<file path="config.mk">
export PLATFORM = sky130hd
export DESIGN_NAME = lc3_fetch
export DESIGN_NICKNAME = d
export VERILOG_FILES = /design/src/rtl/lc3_fetch.sv
export SDC_FILE = /design/constraint.sdc
export NUM_CORES = 1
export LEC_CHECK = 0
export ABC_AREA = 1
export BUFFER_PORTS_ARGS = -buffer_cell sky130_fd_sc_hd__buf_2
export CORE_MARGIN = 3
export CORE_UTILIZATION = 35
export CTS_CLUSTER_DIAMETER = 200
export DETAILED_ROUTE_END_ITERATION = 12
export PLACE_DENSITY = 0.68
export SKIP_CTS_REPAIR_TIMING = 1
export SYNTH_ARGS = -nofsm -noshare
export SYNTH_HDL_FRONTEND = slang
export SYNTH_SLANG_ARGS = --single-unit
</file>
<file path="constraint.sdc">
create_clock -name clk -period 2.4 [get_ports clk]
set_input_delay 0.48 -clock clk [delete_from_list [all_inputs] [get_ports clk]]
set_output_delay 0.48 -clock clk [all_outputs]
set_load 0.02 [all_outputs]
</file>
<file path="src/rtl/lc3_fetch.sv">
// LC-3 instruction-fetch stage: owns the program counter and the instruction-memory
// address, and resolves the next fetch address from the instruction that just completed.
module lc3_fetch (
  input  logic        clk,
  input  logic        rst_n,
  input  logic        fetch_start,
  input  logic [3:0]  opCode_in,
  input  logic [8:0]  offset_in,
  input  logic [15:0] reg_in,
  input  logic [2:0]  br_nzp,
  input  logic [2:0]  result_nzp,
  output logic [15:0] addr_out,
  output logic        wea_out,
  output logic [15:0] pc
);

  localparam logic [3:0] OP_BR   = 4'b0000;
  localparam logic [3:0] OP_JSR  = 4'b0100;
  localparam logic [3:0] OP_RTI  = 4'b1000;
  localparam logic [3:0] OP_JMP  = 4'b1100;
  localparam logic [3:0] OP_TRAP = 4'b1111;

  logic        [15:0] pc_q;
  logic        [15:0] pc_d;
  logic        [15:0] addr_q;
  logic               started_q;
  logic        [15:0] pc_inc;
  logic        [15:0] br_tgt;
  logic signed [15:0] br_off;
  logic               br_taken;

  function automatic logic signed [15:0] sext9(input logic [8:0] v);
    return {{7{v[8]}}, v};
  endfunction

  // Branch target is relative to the incremented PC; all sums wrap modulo 2^16.
  assign br_off   = sext9(offset_in);
  assign pc_inc   = pc_q + 16'd1;
  assign br_tgt   = pc_inc + $unsigned(br_off);
  assign br_taken = |(br_nzp & result_nzp);

  always_comb begin
    pc_d = pc_inc;
    if (!started_q) begin
      pc_d = 16'h0000;
    end else begin
      unique case (opCode_in)
        OP_BR:                         pc_d = br_taken ? br_tgt : pc_inc;
        OP_JMP, OP_JSR, OP_TRAP, OP_RTI: pc_d = reg_in;
        default:                       pc_d = pc_inc;
      endcase
    end
  end

  always_ff @(posedge clk or negedge rst_n) begin
    if (!rst_n) begin
      pc_q      <= 16'h0000;
      addr_q    <= 16'h0000;
      started_q <= 1'b0;
    end else if (fetch_start) begin
      pc_q      <= pc_d;
      addr_q    <= pc_d;
      started_q <= 1'b1;
    end
  end

  assign pc       = pc_q;
  assign addr_out = addr_q;
  assign wea_out  = 1'b0;

endmodule

</file>
==> results by group, run 1 <==
Status
  • Run status: finished, violations left
  • Failing checks: negative setup slack

Layout
  • Area occupied by multi-input gates: roughly 2100 um2
  • Area Growth Syn to Fin: 47.6%
  • # fillers: between 600 and 700
  • Post-layout instance area: 3710 um2
  • Antenna cell count: 0
  • Fraction of final layout cells with drive strength greater than 1: between 40 and 50%
  • Final Net Count: between 500 and 600
  • Sequential cell area: roughly 440 um2

Critical path
  • Required @ worst endpoint: between 2 and 3 ns
  • Cell-by-cell listing of the critical path: inv_1, nor2_2, nand2_2, nor2_4, xor2_2, inv_1, ha_1, nand2_1, inv_1, nand2_1, nand2_1, a21oi_1, nand2_1, nand2_1, nand4_1, nand3_1, nand2_1, nand2_1, nand2_1
  • CP most frequent cell: nand2_1
  • Maximum fanout encountered on the critical timing path: 4
  • Reg2Reg Setup Slack: -0.19 ns
  • Startpoint of the worst register-to-register path: addr_out[0]
  • Cell at the slowest stage of the critical path: dfrtp_2
  • Max incr delay on CP: between 0.4 and 0.5 ns
  • Arr. time, crit path: between 2 and 3 ns
  • Startpoint types: flop
  • CP Launch Point: addr_out[0]
  • Endpoint of the lowest-slack register-to-register path: addr_out[15]
  • CP Capture Type: flop
  • CP Class: flop to flop
  • Number of cells on the worst reg-to-reg path: 19

Detailed routing
  • Post-detailed-route wirelength per cell: ~13 um
  • Remaining antenna violation count after routing: 0
  • DRC viols: 0
  • Via Count: between 3000 and 4000
  • Via density per instance: slightly below 5
  • Drt total wl: 8210 um
  • DRT Pass-1 Iters: 5
  • First DRT Iteration DRCs: ~160

Worst hold path
  • Type of the worst min-delay path: primary input to asynchronous set/reset pin

Clock network
  • Maximum clock path buffer count: 2
  • Clock sink total: 17
  • Clock root buffer: clkbuf_8
  • Number of buffers created by CTS: 3
  • Clock network latency to the later pin of the worst-skew pair: between 0.2 and 0.3 ns
  • Number of H-tree levels: 1
  • Clock transition at the registers of the reported paths: roughly 0.060 ns
  • CTS tree: yes

Synth
  • Post-synthesis simple-gate area fraction: a little over a third
  • Synthesized-area fraction occupied by adder cells: between 10 and 15%
  • Synthesized Nets: between 400 and 500
  • Share of synthesized area spent on multiplexers: 0%
  • Xor-xnor portion of the synthesized cell area: 5.22%
  • Register bit count reported by yosys: 17
  • Gate count after technology mapping: between 400 and 500
  • Count of yosys warnings during synthesis: 0
  • Sequential element share of the synthesized area: ~17%
  • Synthesized cell area: 2520 um2
  • Mean instance size in the synthesized netlist: approximately 6.1 um2
  • Cell variety after synth: 38
  • Synthesized-area fraction occupied by ao, oa, aoi and oai cells: approximately 17%
  • Dominant combinational cell family by area after synthesis: simple AND/OR/NAND/NOR gates

Global routing
  • Pin count of the biggest net entering global routing: 26
  • Antenna violations before repair: 0
  • Via count of the first global-routing pass: ~2800
  • Global Route Usage Sum: about 18%
  • Total overflow reported by the global router: 0
  • First-pass GRT wire length: 12400 um

Die
  • Y dimension of the die: between 90 and 100 um
  • Initial standard-cell utilization of the core: between 30% and 40%
  • Area of the placeable core: between 6000 and 7000 um2
  • Number of top-level pins: between 70 and 80
  • Die width: between 90 and 100 um
  • Area enclosed by the die boundary: between 8000 and 9000 um2
  • Standard-cell rows: 30

Timing
  • Max-slew headroom: 61.8%
  • Final Skew: 0.00123 ns
  • Final worst-path cycle share: 108%
  • Number of endpoints failing setup at the final stage: 10
  • Hold_ws: approximately 0.14 ns
  • Setup slack of the critical path after layout: -0.192 ns
  • Count of final max-slew check failures: 0
  • Fmax: just under 0.4 GHz
  • Measured slew at the worst slew-check pin: between 0.5 and 0.6 ns
  • Final Hold Fails: 0
  • Crit path time final: approximately 2.6 ns
  • RSZ-0062 raised after global routing: true
  • Accumulated negative setup slack: -0.851 ns

Pwr
  • Reported leakage power: between 1.5 and 2 nW
  • Max rail drop VDD: 0.000270 V
  • PwrDens: about 640 nW/um2
  • Power Total: between 2 and 2.5 mW

Place
  • Total cell area at the placement stage: 3310 um2
  • Number of buffer cells added on primary ports: 69
  • Routability congestion estimate: 0.952
  • Detailed Place HPWL: 6340 um
  • Worst slack, placed: -0.322 ns

Flow run
  • Maximum Capacitance Violations: 0
-- kinds of logic (layout without fill, tap and decap cells) --
family | count (synthesis) | count (layout)
compound gates | 76 | 76
flops | 17 | 17
other cells | 1 | 1
simple gates | 204 | 204
xor+xnor | 15 | 15
buf+inv | 79 | 192
fa+ha+maj | 20 | 20
-- cell usage after synthesis --
library cell  count  share of area (%)
a21boi_0          1               0.30
a21oi_1          42                8.4
a221oi_2          1               0.60
a31oi_1           1               0.25
and2_1            1               0.25
and3_1            1               0.25
buf_2             2               0.40
buf_4            17                5.1
buf_6             1               0.45
clkbuf_1          3               0.45
conb_1            1               0.15
dfrtp_1          17                 17
fa_1              1               0.80
ha_1             19                9.4
inv_1            49                7.3
inv_2             4               0.60
inv_4             3               0.75
nand2_1         123                 18
nand2_2           2               0.50
nand3_1          30                6.0
nand3b_1          2               0.60
nand4_1           8                2.0
nor2_1           27                4.0
nor2_2            4               0.99
nor2_4            2               0.90
nor2_8            1               0.80
nor3_1            1               0.20
nor3_2            1               0.40
o211ai_1          3               0.90
o21ai_0          16                3.2
o21ai_1           5               0.99
o21ai_2           1               0.35
o21ai_4           1               0.65
o21bai_1          4                1.2
o22ai_1           1               0.25
or2_2             1               0.25
xnor2_1           3                1.0
xor2_1           12                4.2
-- cell usage in the layout, fill, tap and decap left out, types with 2 or more instances in the layout --
cell / Yosys / final
xnor2_1: 3 / 3
nand2_4: 0 / 2
nand3_1: 30 / 26
nand4_1: 8 / 8
nand2_1: 123 / 108
o21ai_0: 16 / 7
a21oi_2: 0 / 7
xor2_1: 12 / 3
o211ai_1: 3 / 3
o21bai_1: 4 / 3
nand2_2: 2 / 15
ha_4: 0 / 8
clkbuf_8: 0 / 3
nand3b_1: 2 / 2
dfrtp_2: 0 / 8
a21oi_1: 42 / 34
ha_1: 19 / 11
xor2_2: 0 / 8
o21ai_1: 5 / 13
buf_2: 2 / 69
o21ai_2: 1 / 2
nor2_4: 2 / 9
nor2_2: 4 / 6
dfrtp_1: 17 / 9
nand3_2: 0 / 4
nor2_1: 27 / 18
inv_1: 49 / 43
inv_2: 4 / 10
buf_4: 17 / 62
inv_4: 3 / 3
-- how the worst max path moves through the flow --
stage                   end  cells after the start
2_1_floorplan  addr_out[15]                     19
3_3_place_gp   addr_out[13]                     18
3_5_place_dp   addr_out[12]                     17
4_1_cts        addr_out[12]                     17
5_1_grt        addr_out[15]                     20
6_report       addr_out[15]                     19
-- area by class of cell --
type | instances | share of cell area (%)
Inverter | 56 | 5.86
Timing Repair Buffer | 132 | 22.1
Sequential cell | 17 | 11.7
Clock buffer | 4 | 1.21
Tap cell | 96 | 3.23
Multi-Input combinational cell | 316 | 55.8
-- metrics by stage --
stage	util (%)	cells
3_3_place_gp	48.1	613
2_1_floorplan	-	412
4_1_cts	48.8	617
6_report	54.1	621
5_1_grt	54.1	621
3_5_place_dp	48.1	613
-- worst max-delay path: cells and delay by family, from the launching register on --
kind / cells / cell delay (ns)
DFF: 1 / 0.41
buffers and inverters: 3 / 0.25
xor gates and xnor gates: 1 / 0.17
and+or+nand+nor: 13 / 1.15
AOI/OAI and AO/OA: 1 / 0.19
adders and majority gates: 1 / 0.32
-- where the power goes --
| part | switching (mW) | internal [mW] | total, mW | leakage (nW) |
|---|---|---|---|---|
| combinational | 0.973 | 0.766 | 1.74 | 1.72 |
| clock | 0.0972 | 0.118 | 0.215 | 0.0228 |
| sequential | 0.0720 | 0.345 | 0.417 | 0.198 |
-- sequential cells by signal (all words and copies together), names as in the netlist --
| signal | flops |
|---|---|
| started_q | 1 |
| addr_out | 16 |
-- per-layer routing --
| metal | GRT usage (%) | vias to the layer above | share of wire [%] |
|---|---|---|---|
| li1 | - | 1533 | - |
| met1 | 23.8 | 1413 | 44 |
| met2 | 31.3 | 118 | 49 |
| met3 | 2.83 | 12 | 6.1 |
| met4 | 2.14 | 0 | 0.88 |
| met5 | 0 | - | 0 |
Note: power is estimated with default switching activity, not from simulation.
==> inputs of run 2 (changes only) <==
- CTS_BUF_LIST: unset -> sky130_fd_sc_hd__clkbuf_16
==> results by group, run 2 (synthesis gave the netlist of run 1 again) <==
Clock network
  • CTS tree: yes
  • Clock root buffer: clkbuf_16
  • Clock transition at the registers of the reported paths: roughly 0.05 ns
  • Clock sink total: 17
  • Number of buffers created by CTS: 3
  • Number of H-tree levels: 1
  • Clock network latency to the later pin of the worst-skew pair: about 0.25 ns
  • Maximum clock path buffer count: 2

Critical path
  • Maximum fanout encountered on the critical timing path: 4
  • CP Class: flop to flop
  • Arr. time, crit path: between 2 and 3 ns
  • Startpoint types: flop
  • Reg2Reg Setup Slack: -0.14 ns
  • Max incr delay on CP: approximately 0.4 ns
  • Buffering stage count on the worst path with inverters included: 3
  • Required @ worst endpoint: between 2 and 3 ns
  • CP most frequent cell: nand2_1
  • CP Capture Type: flop
  • Cell at the slowest stage of the critical path: dfrtp_2
  • Cell-by-cell listing of the critical path: inv_1, nor2_2, nand2_2, nor2_4, xor2_2, inv_2, ha_1, nand2_1, inv_1, nand2_1, nand2_1, a21oi_1, nand2_1, nand2_1, nand4_1, nand3_1, nand2_1, nand2_1, nand2_1
  • Delay-heaviest family, CP: simple AND/OR/NAND/NOR gates

Detailed routing
  • Remaining antenna violation count after routing: 0
  • Via Count: 3063
  • DRT Pass-1 Iters: 5
  • Via density per instance: about 4.9
  • Drt total wl: between 8000 and 9000 um
  • First DRT Iteration DRCs: approximately 190
  • DRC viols: 0
  • Post-detailed-route wirelength per cell: 13.4 um

Timing
  • Number of endpoints failing setup at the final stage: 9
  • Final Hold Fails: 0
  • Max-slew headroom: between 60% and 70%
  • Setup slack of the critical path after layout: -0.142 ns
  • Fmax: 0.393 GHz
  • Crit path time final: 2.54 ns
  • Final Skew: 0.00134 ns
  • RSZ-0062 raised after global routing: true
  • Measured slew at the worst slew-check pin: 0.589 ns
  • Count of final max-slew check failures: 0
  • Final worst-path cycle share: 106%

Layout
  • Max FFs per register: 16
  • Final Net Count: approximately 600
  • Top library cells by usage in the layout, fill and taps aside: 106 x nand2_1, 69 x buf_2, 64 x buf_4, 42 x inv_1, 33 x a21oi_1
  • Antenna cell count: 0
  • Final Core Density: a little under three fifths
  • Area Growth Syn to Fin: 50.4%
  • Fraction of final layout cells with drive strength greater than 1: between 40% and 50%
  • Most common cell after layout, fill and taps aside: nand2_1
  • Post-layout instance area: ~3800 um2

Die
  • Initial standard-cell utilization of the core: between 30% and 40%
  • Die width: approximately 91 um
  • Standard-cell rows: 30
  • Area enclosed by the die boundary: approximately 8200 um2
  • Number of top-level pins: 71
  • Area of the placeable core: around 6900 um2
  • Y dimension of the die: 90.8 um

Pwr
  • Sequential group share of total power: 16.6%
  • Combinational power share: around 70%
  • Switching power: between 1 and 1.5 mW
  • Power Total: approximately 2.5 mW
  • Clock network fraction of total power: about an eighth
  • Switching power as a share of total power: 46.5%
  • P_int: approximately 1.3 mW
  • Reported leakage power: 1.97 nW
  • PwrDens: 665 nW/um2
  • Max rail drop VDD: between 0.0002 and 0.00025 V

Status
  • Failing checks: negative setup slack
  • Run status: finished, violations left

Place
  • Number of buffer cells added on primary ports: 69
  • Detailed Place HPWL: between 6000 and 7000 um
  • Routability congestion estimate: 0.952
  • Worst slack, placed: -0.322 ns
  • Total cell area at the placement stage: 3310 um2

Global routing
  • Global Route Usage Sum: 18.1%
  • Pin count of the biggest net entering global routing: 26
  • Via count of the first global-routing pass: 2762
  • Antenna violations before repair: 0
  • First-pass GRT wire length: around 12000 um
  • Total overflow reported by the global router: 0

Flow run
  • Maximum Capacitance Violations: 0

Worst hold path
  • Type of the worst min-delay path: primary input to asynchronous set/reset pin
run 2: cell type report:
| cell class | count | area [um2] |
|---|---|---|
| fill | 654 | 3090 |
| inverter | 56 | 218 |
| multi-input combinational | 316 | 2110 |
| timing repair buffer | 133 | 826 |
| clock inverter | 1 | 3.75 |
| clock buffer | 3 | 75.1 |
| tap | 96 | 120 |
| sequential | 17 | 435 |
run 2: layer usage:
metal	wire length [um]	global-route usage [%]
met5	0	0
met3	470	2.50
met4	145	3.64
met1	3660	23.9
met2	4050	31.5
run 2: final timing paths:
path	start	end	cells past startpoint
setup / recovery	addr_out[0]	addr_out[15]	19
hold / removal	rst_n	started_q	1
setup reg to reg	addr_out[0]	addr_out[15]	19
hold reg to reg	started_q	started_q	1
max in group asynchronous	rst_n	addr_out[6]	1
min in group clk	started_q	started_q	1
run 2: power by group through the flow:
stage	Sequential [mW]	Clock, mW	Combinational, mW
6_report	0.418	0.334	1.76
5_1_grt	0.427	0.354	1.93
4_1_cts	0.411	0.337	1.51
3_5_place_dp	0.415	0	1.50
3_3_place_gp	0.412	0	1.48
2_1_floorplan	0.493	0	0.858
run 2: worst register-to-register path, cell delays in order (launching register included):
cell and delay [ns]:
dfrtp_2 0.41, inv_1 0.08, nor2_2 0.14, nand2_2 0.09, nor2_4 0.13, xor2_2 0.19
inv_2 0.06, ha_1 0.30, nand2_1 0.15, inv_1 0.09, nand2_1 0.07, nand2_1 0.07
a21oi_1 0.19, nand2_1 0.07, nand2_1 0.08, nand4_1 0.08, nand3_1 0.10, nand2_1 0.05
nand2_1 0.06, nand2_1 0.05
run 2: stage by stage:
stage                     hold WS (ns)  TNS [ns]  cells
after floorplan                  0.184   -0.0128    412
after global placement           0.424     -1.58    613
after detailed placement         0.428     -2.28    613
after CTS                        0.156     -2.48    617
after global routing             0.179     -2.73    622
final                            0.149    -0.631    622
